===== src/rtl/addr_gen_fft_iter_resp_if.sv =====
// Control-side bundle for the FFT address generator: advance/clear strobes in, position and addresses out.
// Latency: pure wiring; no state.
// Backpressure: none; the generator accepts a strobe on every enabled clock.
//
// master : FFT control unit (drives EN/ADDR_RST/ADDR_EN, consumes addresses and status)
// slave  : address generator
interface addr_gen_fft_iter_resp_if #(
    parameter int LAYERS = 5,
    parameter int LayWL  = 3,
    parameter int ButtWL = 4
);
    logic              EN;
    logic              ADDR_RST;
    logic              ADDR_EN;
    logic [LAYERS-1:0] ADDR_A;
    logic [LAYERS-1:0] ADDR_B;
    logic [ButtWL-1:0] TW_ADDR;
    logic [LayWL-1:0]  LAY_NUM;
    logic [ButtWL-1:0] BUT_NUM;
    logic              LAY_DONE;
    logic              LAST_LAY;
    logic              DONE;

    modport master (
        output EN, ADDR_RST, ADDR_EN,
        input  ADDR_A, ADDR_B, TW_ADDR, LAY_NUM, BUT_NUM, LAY_DONE, LAST_LAY, DONE
    );

    modport slave (
        input  EN, ADDR_RST, ADDR_EN,
        output ADDR_A, ADDR_B, TW_ADDR, LAY_NUM, BUT_NUM, LAY_DONE, LAST_LAY, DONE
    );
endinterface


===== src/rtl/addr_gen_fft_iter_resp.sv =====
// Address generator for an in-place iterative radix-2 DIT FFT: RAM A/B addresses and twiddle index per butterfly.
// Latency: addresses for the advanced position appear the cycle after the ADDR_EN edge.
// Backpressure: none; EN low freezes all state, ADDR_EN is ignored once DONE is set.
//
// Ports: CLK, RST (async, active low), bus (slave modport):
//   in  EN, ADDR_RST, ADDR_EN
//   out ADDR_A, ADDR_B, TW_ADDR, LAY_NUM, BUT_NUM, LAY_DONE, LAST_LAY, DONE
module addr_gen_fft_iter_resp #(
    parameter int LAYERS      = 5,
    parameter int BUTTERFLYES = 16,
    parameter int LayWL       = 3,
    parameter int ButtWL      = 4
) (
    input  logic                      CLK,
    input  logic                      RST,
    addr_gen_fft_iter_resp_if.slave   bus
);

    logic [LayWL-1:0]  lay_q, lay_d;
    logic [ButtWL-1:0] but_q, but_d;
    logic              done_q, done_d;
    logic              lay_done_q, lay_done_d;

    // Next-state: clear beats advance; the layer-done pulse self-clears on any enabled edge.
    always_comb begin
        lay_d      = lay_q;
        but_d      = but_q;
        done_d     = done_q;
        lay_done_d = 1'b0;
        if (bus.ADDR_RST) begin
            lay_d  = '0;
            but_d  = '0;
            done_d = 1'b0;
        end else if (bus.ADDR_EN && !done_q) begin
            if (but_q != ButtWL'(BUTTERFLYES - 1)) begin
                but_d = but_q + 1'b1;
            end else begin
                but_d      = '0;
                lay_done_d = 1'b1;
                if (lay_q != LayWL'(LAYERS - 1)) begin
                    lay_d = lay_q + 1'b1;
                end else begin
                    done_d = 1'b1;
                end
            end
        end
    end

    always_ff @(posedge CLK or negedge RST) begin
        if (!RST) begin
            lay_q      <= '0;
            but_q      <= '0;
            done_q     <= 1'b0;
            lay_done_q <= 1'b0;
        end else if (bus.EN) begin
            lay_q      <= lay_d;
            but_q      <= but_d;
            done_q     <= done_d;
            lay_done_q <= lay_done_d;
        end
    end

    // Address decode. In layer l the butterfly index splits into a group part
    // (bits >= l) and an in-group offset (bits < l). Shifting the group part up
    // by one opens a zero at bit l: that is A, and B is A with bit l set.
    // The twiddle index is the offset scaled to the full N/2 twiddle table.
    logic [LAYERS-1:0] but_ext;
    logic [LAYERS-1:0] lo_mask;
    logic [LAYERS-1:0] pos;
    logic [LAYERS-1:0] addr_a;
    logic [LAYERS-1:0] addr_b;
    logic [ButtWL-1:0] tw_addr;

    always_comb begin
        but_ext = LAYERS'(but_q);
        lo_mask = '0;
        pos     = '0;
        addr_a  = '0;
        addr_b  = '0;
        tw_addr = '0;
        for (int l = 0; l < LAYERS; l++) begin
            if (lay_q == LayWL'(l)) begin
                lo_mask = LAYERS'((1 << l) - 1);
                pos     = but_ext & lo_mask;
                addr_a  = ((but_ext & ~lo_mask) << 1) | pos;
                addr_b  = addr_a | LAYERS'(1 << l);
                tw_addr = ButtWL'(pos << (LAYERS - 1 - l));
            end
        end
    end

    assign bus.ADDR_A   = addr_a;
    assign bus.ADDR_B   = addr_b;
    assign bus.TW_ADDR  = tw_addr;
    assign bus.LAY_NUM  = lay_q;
    assign bus.BUT_NUM  = but_q;
    assign bus.LAY_DONE = lay_done_q;
    assign bus.LAST_LAY = (lay_q == LayWL'(LAYERS - 1));
    assign bus.DONE     = done_q;

endmodule


===== src/flat_wrapper.sv =====
// flat-port wrapper written by rule: the top's interface ports become plain ports
module addr_gen_fft_iter_resp_flat 
#(
    parameter int LAYERS      = 5,
    parameter int BUTTERFLYES = 16,
    parameter int LayWL       = 3,
    parameter int ButtWL      = 4
)
  (CLK, RST, bus_EN, bus_ADDR_RST, bus_ADDR_EN, bus_ADDR_A, bus_ADDR_B, bus_TW_ADDR, bus_LAY_NUM, bus_BUT_NUM, bus_LAY_DONE, bus_LAST_LAY, bus_DONE);
  addr_gen_fft_iter_resp_if #(.LAYERS(LAYERS), .LayWL(LayWL), .ButtWL(ButtWL)) bus_i ();
  input  logic CLK;
  input  logic RST;
  input wire logic [$bits(bus_i.EN)-1:0] bus_EN;
  input wire logic [$bits(bus_i.ADDR_RST)-1:0] bus_ADDR_RST;
  input wire logic [$bits(bus_i.ADDR_EN)-1:0] bus_ADDR_EN;
  output wire logic [$bits(bus_i.ADDR_A)-1:0] bus_ADDR_A;
  output wire logic [$bits(bus_i.ADDR_B)-1:0] bus_ADDR_B;
  output wire logic [$bits(bus_i.TW_ADDR)-1:0] bus_TW_ADDR;
  output wire logic [$bits(bus_i.LAY_NUM)-1:0] bus_LAY_NUM;
  output wire logic [$bits(bus_i.BUT_NUM)-1:0] bus_BUT_NUM;
  output wire logic [$bits(bus_i.LAY_DONE)-1:0] bus_LAY_DONE;
  output wire logic [$bits(bus_i.LAST_LAY)-1:0] bus_LAST_LAY;
  output wire logic [$bits(bus_i.DONE)-1:0] bus_DONE;
  assign bus_i.EN = bus_EN;
  assign bus_i.ADDR_RST = bus_ADDR_RST;
  assign bus_i.ADDR_EN = bus_ADDR_EN;
  assign bus_ADDR_A = bus_i.ADDR_A;
  assign bus_ADDR_B = bus_i.ADDR_B;
  assign bus_TW_ADDR = bus_i.TW_ADDR;
  assign bus_LAY_NUM = bus_i.LAY_NUM;
  assign bus_BUT_NUM = bus_i.BUT_NUM;
  assign bus_LAY_DONE = bus_i.LAY_DONE;
  assign bus_LAST_LAY = bus_i.LAST_LAY;
  assign bus_DONE = bus_i.DONE;
  addr_gen_fft_iter_resp #(.LAYERS(LAYERS), .BUTTERFLYES(BUTTERFLYES), .LayWL(LayWL), .ButtWL(ButtWL)) u_core (.CLK(CLK), .RST(RST), .bus(bus_i));
endmodule

===== config.mk =====
export PLATFORM = sky130hd
export DESIGN_NAME = addr_gen_fft_iter_resp_flat
export DESIGN_NICKNAME = d
export VERILOG_FILES = /design/src/rtl/addr_gen_fft_iter_resp_if.sv /design/src/rtl/addr_gen_fft_iter_resp.sv /design/src/flat_wrapper.sv
export SDC_FILE = /design/constraint.sdc
export NUM_CORES = 1
export LEC_CHECK = 0
export ABC_AREA = 1
export BUFFER_PORTS_ARGS = -buffer_cell sky130_fd_sc_hd__buf_4
export CAP_MARGIN = 5
export CORE_MARGIN = 5
export CORE_UTILIZATION = 48
export CTS_CLUSTER_SIZE = 30
export DETAILED_ROUTE_END_ITERATION = 8
export PLACE_DENSITY = 0.79
export SYNTH_ARGS = -nofsm -noshare
export SYNTH_HDL_FRONTEND = slang
export SYNTH_SLANG_ARGS = --single-unit
export TNS_END_PERCENT = 50

===== constraint.sdc =====
create_clock -name CLK -period 1.8 [get_ports CLK]
set_input_delay 0.36 -clock CLK [delete_from_list [all_inputs] [get_ports CLK]]
set_output_delay 0.36 -clock CLK [all_outputs]
set_load 0.05 [all_outputs]

==> run_results.csv <==
group,metric,value,unit
drt,vias,1178,
setup_path,cp.required,1.44,ns
clocking,cts_tree,"built",
die,io_pins,29,
drt,dr.pass1.iters,4,
placed_design,port-buffer-count,28,
synth,ys_seq_area_frac,0.282,
synth,avgSynthCellArea,6.45,µm²
die,initial_core_util,0.519,
placed_design,dp.cells,184,
clocking,clockBufferDepth,2,
setup_path,rr_endpoint,"u_core.bus.LAY_NUM[0]$_DFFE_PN0P_",
placed_design,pre_cts_slack,-0.147,ns
cells_and_area,layout-drive-gt1-share,0.523,
sta,fmax,0.448,GHz
setup_path,setup.worst_path.end_class,"output pin",
cells_and_area,layout_common_cells,"35 x nand2_1, 28 x buf_4, 17 x buf_6",
pwr,vdd_drop_max,1.10,mV
synth,ys_ff_latch,9,
synth,synthCells,124,
drt,drt_iter0_drc,48,
sta,hold_viol_final,0,
placed_design,place.gp.congestion,0.793,
setup_path,r2r_start,"u_core.bus.BUT_NUM[1]$_DFFE_PN0P_",
cells_and_area,layout_commonest_cell,"nand2_1",
synth,synth_top_area_frac,0.282,
flow_run,drv_cap,0,
die,die_area,2580,µm²
synth,synthAdderAreaFrac,0.0939,
clocking,htreeDepth,1,
setup_path,crit_arrival,1.87,ns
synth,synth_compound_area_frac,0.0955,
pwr,power.total,1.89,mW
cells_and_area,area_delta_synth_final,87.3,%
drt,viasPerCell,6.14,
sta,worstMarginPinSlew,0.390,ns
global_routing,grt_max_degree,10,
synth,yosys_warnings,0,
clocking,root_buffer,"clkbuf_4",
sta,min_period_over_period,1.24,
pwr,p_leak,0.773,nW
synth,synth_top_family_by_area,"simple AND/OR/NAND/NOR gates",
sta,final.min_clock_period,2.23,ns
setup_path,startpoint_type,"flip-flop",
setup_path,worstPathMaxFanout,4,
sta,relSlewSlack,0.740,
setup_path,cpPeakStageDelay,0.46,ns
sta,rsz0062_at_grt,"yes",
drt,remaining_drc_errors,0,
synth,yosys.cell_types.count,19,
setup_path,cp_slowest_cell,"dfrtp_2",
placed_design,dp_hpwl,1980,µm
synth,synth_xor_area_frac,0.0110,
clocking,clk_pin_slew,0.07,ns
drt,drt_wl_total,3860,µm
synth,synthSimpleGateAreaFrac,0.424,
sta,setup_ws,-0.430,ns
min_path,hold_path_class,"in -> reg",
global_routing,grt_antenna_before_repair,0,
sta,setup_viol,15,
drt,wire_per_inst,20.1,µm
global_routing,grt-ovfl-total,0,
run_status,failed_checks,"negative setup slack",
clocking,cts_inserted_buffers,3,
setup_path,path_cells,"ha_4 -> ha_4 -> buf_12 -> buf_4 -> a21oi_2 -> nand2_1 -> nand2_1 -> buf_6",
cells_and_area,instances_no_fill,192,
synth,synthMuxAreaShare,0,
die,die_width,50.8,µm
synth,synth_area_leaders,"dfrtp_1 28%, nand2_1 21%, ha_1 9.4%, inv_1 8.0%, nand3_1 7.5%",
min_path,hold_path_depth,4,
die,die_y,50.8,µm
setup_path,r2r_slack,0.12,ns
die,core.rowCount,14,
synth,synth_nets,135,
run_status,status,"finished, violations left",
synth,synth_top_area_cell,"dfrtp_1",
cells_and_area,nNetsFinal,188,
clocking,clk-insertion-delay-late,0.27,ns
min_path,min-delay-start,"bus_ADDR_RST",
drt,detail-route-antenna-nets,0,
sta,final.setup_skew,0.00418,ns
global_routing,grt_pass1_vias,1093,
synth,synthesis.area,800,µm²
clocking,clkSinkCount,9,
setup_path,reg2reg_depth,6,
global_routing,grt_pass1_wl,4990,µm
die,core,1540,µm²
cells_and_area,insertedDiodeCount,0,
sta,final-max-slew-violation-count,0,
pwr,cellPowerDensity,1260,nW/µm²
global_routing,grt.total_usage,0.247,
setup_path,critical_path_class,"reg -> out",
min_path,whs_endpoint,"u_core.bus.LAY_NUM[2]$_DFFE_PN0P_",
## layout make-up
cell class	count	area, µm²
Clock buffer	4	26.3
Fill cell	29	43.8
Inverter	17	72.6
Multi-Input combinational cell	97	688
Sequential cell	9	229
Tap cell	16	20.0
Timing Repair Buffer	49	462
## per-stage QoR
| step | util | instance area [µm²] | hold slack, ns | setup TNS [ns] |
|---|---|---|---|---|
| 2_1_floorplan | - | 891 | 0.0644 | -3.17 |
| 3_3_place_gp | 0.803 | 1240 | 0.189 | -0.183 |
| 3_5_place_dp | 0.803 | 1240 | 0.191 | -0.453 |
| 4_1_cts | 0.921 | 1420 | 0.411 | -3.47 |
| 5_1_grt | 0.972 | 1500 | 0.437 | -5.15 |
| 6_report | 0.972 | 1500 | 0.423 | -4.31 |
## routing by layer
| metal | share of wire | wire, µm | track usage |
|---|---|---|---|
| met1 | 0.37 | 1440 | 0.275 |
| met2 | 0.51 | 1980 | 0.463 |
| met3 | 0.076 | 294 | 0.0262 |
| met4 | 0.037 | 141 | 0.106 |
| met5 | 0 | 0 | 0 |
## flip-flops by register name, summed over array words and instances, names as in the netlist
register / count
u_core.bus.BUT_NUM: 4
u_core.bus.DONE: 1
u_core.bus.LAY_NUM: 3
u_core.bus.LAY_DONE: 1
## cell usage after synthesis (all sizes together)
master	count
ha	6
dfrtp	9
nand2	46
buf	1
o22ai	1
o211ai	1
xnor2	1
a22oi	1
nor2	11
nand4	6
a21oi	6
inv	17
nand3	13
o21ai	5
## how the worst max path moves through the flow
stage / depth (start not counted) / from / slack, ns / end
after global placement: 10 / u_core.bus.LAY_NUM[0]$_DFFE_PN0P_ / -0.09 / bus_ADDR_B[0]
final: 8 / u_core.bus.LAY_NUM[1]$_DFFE_PN0P_ / -0.43 / bus_TW_ADDR[3]
after floorplan: 5 / u_core.bus.LAY_NUM[1]$_DFFE_PN0P_ / -0.34 / bus_TW_ADDR[2]
after detailed placement: 10 / u_core.bus.LAY_NUM[0]$_DFFE_PN0P_ / -0.15 / bus_ADDR_B[0]
after CTS: 11 / u_core.bus.LAY_NUM[0]$_DFFE_PN0P_ / -0.33 / bus_TW_ADDR[3]
after global routing: 10 / u_core.bus.LAY_NUM[1]$_DFFE_PN0P_ / -0.47 / bus_ADDR_B[0]
## where the power goes
group | internal, mW | total, mW | leakage, nW | switching, mW
clock | 0.0857 | 0.163 | 0.0150 | 0.0769
combinational | 0.542 | 1.45 | 0.641 | 0.906
sequential | 0.229 | 0.283 | 0.117 | 0.0540
total | 0.856 | 1.89 | 0.773 | 1.04
## kinds of logic after synthesis
group / Yosys count
adder cells (fa/ha/maj): 6
flip-flops: 9
buffers and inverters: 18
XOR/XNOR: 1
AND/OR/NAND/NOR: 76
AO/OA/AOI/OAI: 14
## worst max-delay path: cells and delay by family (launching register included)
family,cells,cell delay [ns]
buffers and inverters,3,0.43
and+or+nand+nor,2,0.18
DFF,1,0.46
AOI/OAI and AO/OA,1,0.15
adders and majority gates,2,0.36
## timing repair
action                                  CTS  global route
endpoints found under the hold margin     9             0
resized for setup                        29            20
endpoints found under the setup margin   14            15
pin swaps                                 4             6
buffers inserted                          3             0
hold buffers                              1             0
Power figures use the tool's default switching activity.
